## src/rtl/uart_tx_sched.sv

```systemverilog
// uart_tx_sched: packet-level round-robin scheduler sharing one UART
// transmitter between two byte-stream requesters. Each granted packet is
// prefixed with a channel header byte, and bytes are issued one at a time,
// waiting for tx_done between them.
module uart_tx_sched #(
  parameter logic [7:0] HDR_BASE = 8'hA0,
  parameter int         MAX_PKT  = 16,
  parameter int         TIMEOUT  = 5000
) (
  input  logic       clk,
  input  logic       rst_n,
  input  logic [7:0] s0_data,
  input  logic       s0_valid,
  input  logic       s0_last,
  output logic       s0_ready,
  input  logic [7:0] s1_data,
  input  logic       s1_valid,
  input  logic       s1_last,
  output logic       s1_ready,
  output logic [7:0] tx_data,
  output logic       tx_vld,
  input  logic       tx_done,
  output logic [1:0] grant,
  output logic       busy,
  output logic       pkt_done,
  output logic       err_timeout
);

  localparam int CNT_W = $clog2(MAX_PKT + 1);
  localparam int TMO_W = $clog2(TIMEOUT + 1);

  typedef enum logic [2:0] {
    IDLE,
    SEND_HDR,
    WAIT_HDR,
    SEND_DATA,
    WAIT_DATA
  } state_t;

  state_t           state;
  logic             ch;          // index of the granted channel
  logic             last_grant;  // index of the channel served most recently
  logic             last_q;      // last flag of the byte currently at the UART
  logic [CNT_W-1:0] count;       // payload bytes sent in this packet
  logic [TMO_W-1:0] tmo_cnt;     // idle cycles waiting for a payload byte

  logic       win_ch;
  logic       sel_valid;
  logic       sel_last;
  logic [7:0] sel_data;

  // NOTE: ready is a pure decode of registered state, so it needs no default
  // assignment and cannot form a latch; it also never depends on valid.
  assign s0_ready = (state == SEND_DATA) && grant[0];
  assign s1_ready = (state == SEND_DATA) && grant[1];

  // Round-robin pick: a lone requester wins, a contest goes to the channel
  // that was not served last.
  assign win_ch = (s0_valid && s1_valid) ? ~last_grant : s1_valid;

  assign sel_valid = ch ? s1_valid : s0_valid;
  assign sel_data  = ch ? s1_data  : s0_data;
  assign sel_last  = ch ? s1_last  : s0_last;

  // Scheduler FSM with all outputs registered alongside the state.
  always_ff @(posedge clk or negedge rst_n) begin
    if (!rst_n) begin
      state       <= IDLE;
      ch          <= 1'b0;
      last_grant  <= 1'b1;
      last_q      <= 1'b0;
      count       <= '0;
      tmo_cnt     <= '0;
      tx_data     <= 8'h00;
      tx_vld      <= 1'b0;
      grant       <= 2'b00;
      busy        <= 1'b0;
      pkt_done    <= 1'b0;
      err_timeout <= 1'b0;
    end else begin
      // NOTE: non-blocking defaults make every pulse last exactly one cycle;
      // a later assignment in the case below overrides them.
      tx_vld      <= 1'b0;
      pkt_done    <= 1'b0;
      err_timeout <= 1'b0;

      case (state)
        IDLE: begin
          if (s0_valid || s1_valid) begin
            ch    <= win_ch;
            grant <= win_ch ? 2'b10 : 2'b01;
            busy  <= 1'b1;
            count <= '0;
            state <= SEND_HDR;
          end
        end

        SEND_HDR: begin
          tx_data <= HDR_BASE | {7'b0, ch};
          tx_vld  <= 1'b1;
          state   <= WAIT_HDR;
        end

        WAIT_HDR: begin
          if (tx_done) begin
            tmo_cnt <= '0;
            state   <= SEND_DATA;
          end
        end

        SEND_DATA: begin
          if (sel_valid) begin
            tx_data <= sel_data;
            tx_vld  <= 1'b1;
            last_q  <= sel_last;
            count   <= count + CNT_W'(1);
            state   <= WAIT_DATA;
          end else if (tmo_cnt == TMO_W'(TIMEOUT - 1)) begin
            // The producer stalled too long: abandon the packet, no pkt_done.
            err_timeout <= 1'b1;
            last_grant  <= ch;
            grant       <= 2'b00;
            busy        <= 1'b0;
            state       <= IDLE;
          end else if (tmo_cnt != TMO_W'(TIMEOUT)) begin
            tmo_cnt <= tmo_cnt + TMO_W'(1);
          end
        end

        WAIT_DATA: begin
          if (tx_done) begin
            if (last_q || (count == CNT_W'(MAX_PKT))) begin
              // Normal end or truncation at MAX_PKT; leftovers re-arbitrate.
              pkt_done   <= 1'b1;
              last_grant <= ch;
              grant      <= 2'b00;
              busy       <= 1'b0;
              state      <= IDLE;
            end else begin
              tmo_cnt <= '0;
              state   <= SEND_DATA;
            end
          end
        end

        default: state <= IDLE;
      endcase
    end
  end

endmodule

```

## config.mk

```make
export PLATFORM = sky130hd
export DESIGN_NAME = uart_tx_sched
export DESIGN_NICKNAME = d
export VERILOG_FILES = /design/src/rtl/uart_tx_sched.sv
export SDC_FILE = /design/constraint.sdc
export NUM_CORES = 1
export LEC_CHECK = 0
export ABC_AREA = 1
export BUFFER_PORTS_ARGS = -buffer_cell sky130_fd_sc_hd__clkbuf_2
export CORE_MARGIN = 2
export CORE_UTILIZATION = 56
export CTS_BUF_LIST = sky130_fd_sc_hd__clkbuf_16
export CTS_CLUSTER_SIZE = 20
export DETAILED_ROUTE_END_ITERATION = 16
export GPL_TIMING_DRIVEN = 0
export PLACE_DENSITY = 0.88
export SKIP_CTS_REPAIR_TIMING = 1
export SYNTH_ARGS = -nofsm -noshare
export SYNTH_HDL_FRONTEND = slang
export SYNTH_SLANG_ARGS = --single-unit
```

## constraint.sdc

```tcl
create_clock -name clk -period 1.9 [get_ports clk]
set_input_delay 0 -clock clk [delete_from_list [all_inputs] [get_ports clk]]
set_output_delay 0 -clock clk [all_outputs]
set_load 0.005 [all_outputs]
```

Yosys cells after proc, flatten, opt, wreduce, memory -nomap -nowiden

Cells that the tools add are included.

Add/sub/neg operators: 2
Equal/unequal tests: 18
Mux-type cells: 49
Bitwise logic cells: 1
Reduce and logical (&&, ||, !) cells: 19

Operators by type and width:

| operator                                            | number |
|---|---|
| two-way mux 13 bit                                  | 6 |
| case mux 13 bit (3 select lines)                    | 1 |
| two-way mux 1 bit                                   | 19 |
| two-way mux 8 bit                                   | 2 |
| inequality test 2 bit, second input constant        | 8 |
| case mux 8 bit (2 select lines)                     | 1 |
| two-way mux 3 bit                                   | 5 |
| case mux 3 bit (5 select lines)                     | 1 |
| two-way mux 2 bit                                   | 7 |
| adder 13 x 1 -> 13 bit, second input constant       | 1 |
| equality test 13 bit, second input constant         | 1 |
| inequality test 13 bit, second input constant       | 1 |
| two-way mux 5 bit                                   | 2 |
| case mux 5 bit (2 select lines)                     | 1 |
| AND reduction 7 bit                                 | 1 |
| equality test 3 x 2 -> 1 bit, second input constant | 2 |
| case mux 2 bit (3 select lines)                     | 1 |
| AND reduction 2 bit                                 | 3 |
| AND reduction 6 bit                                 | 1 |
| nonzero test 2 bit                                  | 3 |
| nonzero test 3 bit                                  | 2 |
| adder 5 x 1 -> 5 bit, second input constant         | 1 |
| equality test 5 bit, second input constant          | 1 |
| AND reduction 5 bit                                 | 1 |
| other kinds (12)                                    | 17 |

Register bits: 38
Input port bits: 23
Output and inout port bits: 16
Logic and storage cells: 101

Longest topological paths before layout

Depth in word-level cells: 5
Gate-level depth with buffers: 12
Gate-level depth less buffers: 11

Least setup slack after synthesis

No wires, ideal clock.

Path type: reg2reg
Start point: register state[2]
End point: register tx_data[2]
Setup time: 0.125 ns
Arrival: 1.287 ns
Required time: 1.775 ns
Setup slack: 0.488 ns
Stages on the path, launching flop included: 6
Buffers on the path: 1
Period minus slack after synthesis: 1.412 ns
Cell sequence: dfrtp_1 -> nor3_1 -> inv_1 -> nand2_2 -> buf_6 -> mux2_2

Word-level cells in the longest chain between the ends: 3
Elaborated cells between the ends (all ways): 6
Classes of those cells: eq/ne (3); mux (1); reduce/logical (2)

Ends and longest elaborated chain:

| element                                                                             | line | source |
|---|---|---|
| from (decl)                                                                         | 40   | `state_t state;` |
| from (signal assigned)                                                              | 68   | `state <= IDLE;` |
| from (signal assigned)                                                              | 94   | `state <= SEND_HDR;` |
| from (signal assigned)                                                              | 101  | `state <= WAIT_HDR;` |
| equality test 3 x 2 -> 1 bit / equality test 3 x 1 -> 1 bit (equally long branches) | 87   | `case (state)` |
| inequality test 2 bit (no source line) / nonzero test 2 bit (equally long branches) | n/a  |  |
| AND reduction 2 bit (no source line)                                                | n/a  |  |
| to (signal assigned)                                                                | 99   | `tx_data <= HDR_BASE \| {7'b0, ch};` |
| to (signal assigned)                                                                | 113  | `tx_data <= sel_data;` |
| to (decl)                                                                           | 20   | `output logic [7:0] tx_data,` |

Parallel ways exist; a longest one is shown, timed or not.
A chain may end at the register's enable or synchronous reset.

Worst setup path in the final report

Start point: register state[0]
End point: register count[1]

Word-level cells in the longest chain between the ends: 3
Elaborated cells between the ends (all ways): 7
Classes of those cells: eq/ne (3); mux (1); reduce/logical (3)

Ends and longest elaborated chain:

| element                                                                             | line | source |
|---|---|---|
| equality test 3 x 2 -> 1 bit / logical NOT 3 bit (equally long branches)            | 87   |  |
| inequality test 2 bit (no source line) / nonzero test 2 bit (equally long branches) | n/a  |  |
| AND reduction 3 bit (no source line)                                                | n/a  |  |
| to (signal assigned)                                                                | 116  | `count <= count + CNT_W'(1);` |
| to (decl)                                                                           | 44   | `logic [CNT_W-1:0] count;` |

Parallel ways exist; a longest one is shown, timed or not.

==> summary.txt <==
Run status
  – Status: complete, but fails checks
  – Failing checks: hold timing

Setup path
  – Nature of the critical path endpoint: flop
  – Worst R2R Setup Slack: 0.23 ns
  – CP bufs+invs: 2
  – Cell with the largest stage delay on the worst path: dfrtp_1
  – Worst Path Arrival: 1.86 ns
  – Startpoint types: flop
  – CP Cell Sequence: inv_1 -> nand2_1 -> nor2_1 -> nand3_1 -> nand3_2 -> inv_1 -> o21ai_0
  – Worst path top cell family by delay: simple AND/OR/NAND/NOR gates
  – WS Path Type: flop to flop
  – Crit-path max FO: 6
  – CP required: 2.09 ns
  – Crit-path max cell delay: 0.42 ns
  – Most used cell, CP: inv_1

Synthesis
  – Largest family of logic cells by synthesized area: simple AND/OR/NAND/NOR gates
  – Cell area after synthesis: 2320 um^2
  – Synth Register Bits: 38
  – Synth Area in Adders: 0.0216
  – Top_reg_cell synth: dfrtp_1
  – Complex-gate fraction of the synthesized area: 0.0620
  – Synth warn: 0
  – Post-synth EDFFs: 0
  – Distinct cell type count after synthesis: 31
  – Syn_area_per_cell: 7.18 um^2
  – Xor/xnor share of the synthesized area: 0.0189
  – Mux share of post-synthesis cell area: 0.0286
  – Synth Area in Simple Gates: 0.371
  – Syn nets: 350
  – Sequential area share after synthesis: 0.410
  – FFs w/ async S/R, synth: 1.00
  – Post-synthesis cell count: 323

CTS
  – CTS tree: yes
  – Worst-path clk slew: 0.06 ns
  – Worst skew pair latency: 0.28 ns
  – CTS Buf Count: 5
  – CTS Sinks: 38
  – Clock root buffer: clkbuf_16
  – H-tree levels: 2
  – Clk buf depth: 2

Layout
  – Nets: 398
  – Most common cell after layout, fill and taps aside: nand2_1
  – Antenna diodes: 0
  – Fin util: 0.685
  – Most frequent cells in the layout: nand2_1 (119), clkbuf_2 (38), nor2_1 (37), dfrtp_1 (37), inv_1 (35)
  – Syn-to-layout area delta: 18.1%
  – Fraction of layout cells with a size suffix above 1: 0.196
  – Non-Filler Instances: 422

Die
  – Die ar.: 4670 um^2
  – Starting density of the core: 0.580
  – Site row count: 23
  – Total core area: 4000 um^2
  – Num ports: 39
  – Die Width: 68.4 um
  – Vert. Die Dim: 68.4 um

STA
  – Final TNS setup: 0 ns
  – Fin. Hold Viols: 1
  – Unrepaired setup endpoints after global routing: no
  – Maximum clock rate: 599 MHz
  – Fin Hold WS: -0.0138 ns
  – Layout Skew: 0.00141 ns
  – Setup violators final: 0
  – Slew @ Worst Pin: 0.938 ns
  – Tmin final: 1.67 ns
  – Final clock period utilization by the worst path: 0.879
  – Final Max Tran Viols: 0
  – Slew margin rel.: 0.375

Placed design
  – PortBufs: 38
  – DPL Wire Length: 3.66 mm
  – Placed cell count: 411
  – GPL Wtd Cong: 0.911

Global route
  – Largest net degree at the start of global routing: 39
  – Vias in the first global route: 1,983
  – Initial antenna violation count: 0
  – GR Overflow Total: 0
  – All-layer global routing usage: 0.242
  – First-pass GRT wire length: 8.37 mm

Route
  – Post-DR vias/cell: 5.16
  – Drt wl/cell: 12.1 um
  – Antenna-violating nets left: 0
  – Met3 routed WL: 291 um
  – DRC Markers: 0
  – Via count: 2,176
  – DR iter-0 viols: 147
  – Detailed Routing Iterations Pass 1: 4
  – WL met1: 2.10 mm
  – DR top layer: met4
  – Overall routed net length: 5.09 mm
  – Met2 WL: 2.64 mm

Pwr
  – Pwr Total: 0.00368 W
  – Cell Pwr Density: 1340 nW/um^2
  – Maximum VDD drop: 0.775 mV
  – P_leak: 1.45 nW

Min path
  – HP Class: input port to flop

Flow run
  – # Max-Cap Violations: 0
==> through the flow <==
step,instance area (um^2),setup WS [ns]
floorplan,2320,0.488
global placement,2570,0.354
global route,2740,0.0763
detailed placement,2570,0.316
CTS,2710,0.270
finish,2740,0.230
==> path summary, 6_finish.rpt <==
| path | cells past startpoint | from | end |
|---|---|---|---|
| max reg2reg | 7 | state[0] | count[1] |
| max in group asynchronous | 2 | rst_n | count[0] |
| max | 7 | state[0] | count[1] |
| min reg2reg | 2 | last_grant | last_grant |
| min in group asynchronous | 2 | rst_n | tmo_cnt[3] |
| min | 3 | s1_data[0] | tx_data[0] |
==> kinds of logic (layout without fill, tap and decap cells) <==
kind of cell / count (synthesis) / in the layout
DFF: 38 / 38
buffers and inverters: 45 / 94
and+or+nand+nor: 198 / 198
muxes: 6 / 6
AOI/OAI and AO/OA: 27 / 27
xor gates and xnor gates: 5 / 5
adders and majority gates: 4 / 4
==> cell type report <==
| class | instances | area [um^2] |
|---|---|---|
| inverters | 36 | 135 |
| clock buffers | 5 | 125 |
| flip-flops and latches | 38 | 952 |
| plain buffers | 9 | 67.6 |
| multi-input cells | 240 | 1160 |
| fillers | 330 | 1260 |
| repair buffers | 41 | 220 |
| clock inverters | 3 | 12.5 |
| well taps | 50 | 62.6 |
==> cells in the mapped netlist, types with 3 or more instances <==
library cell	n	area [um^2]
nand2_1	119	447
dfrtp_1	37	926
nor2_1	37	139
inv_1	34	128
nand3_1	17	85.1
a21oi_1	15	75.1
o21ai_0	8	40.0
mux2_2	5	56.3
ha_1	4	50.1
nand3_2	4	40.0
nand4_1	4	25.0
nor3_1	4	20.0
xor2_1	4	35.0
buf_2	3	15.0
buf_6	3	33.8
nand2_2	3	18.8
==> flip-flops by register name (all words and copies together) (netlist names) <==
name / flops
ch: 1
pkt_done: 1
last_q: 1
tmo_cnt: 13
busy: 1
tx_vld: 1
count: 5
err_timeout: 1
last_grant: 1
tx_data: 8
state: 3
grant: 2
==> power by group <==
part	total [W]	internal, W	switching, W
Clock	0.000789	0.000474	0.000315
Sequential	0.00115	0.000995	0.000153
Combinational	0.00175	0.000647	0.00110
==> per-layer routing <==
layer,vias to the layer above,track usage
met3,6,0.0609
met5,-,0
met1,994,0.276
met4,0,0.0725
li1,1112,-
met2,64,0.442
==> tightest hold or removal path: stages <==
cell and delay [ns]:
clkbuf_2 0.08, o311ai_1 0.09, nand2_1 0.07
No activity file was read; power rests on OpenSTA's default activity.
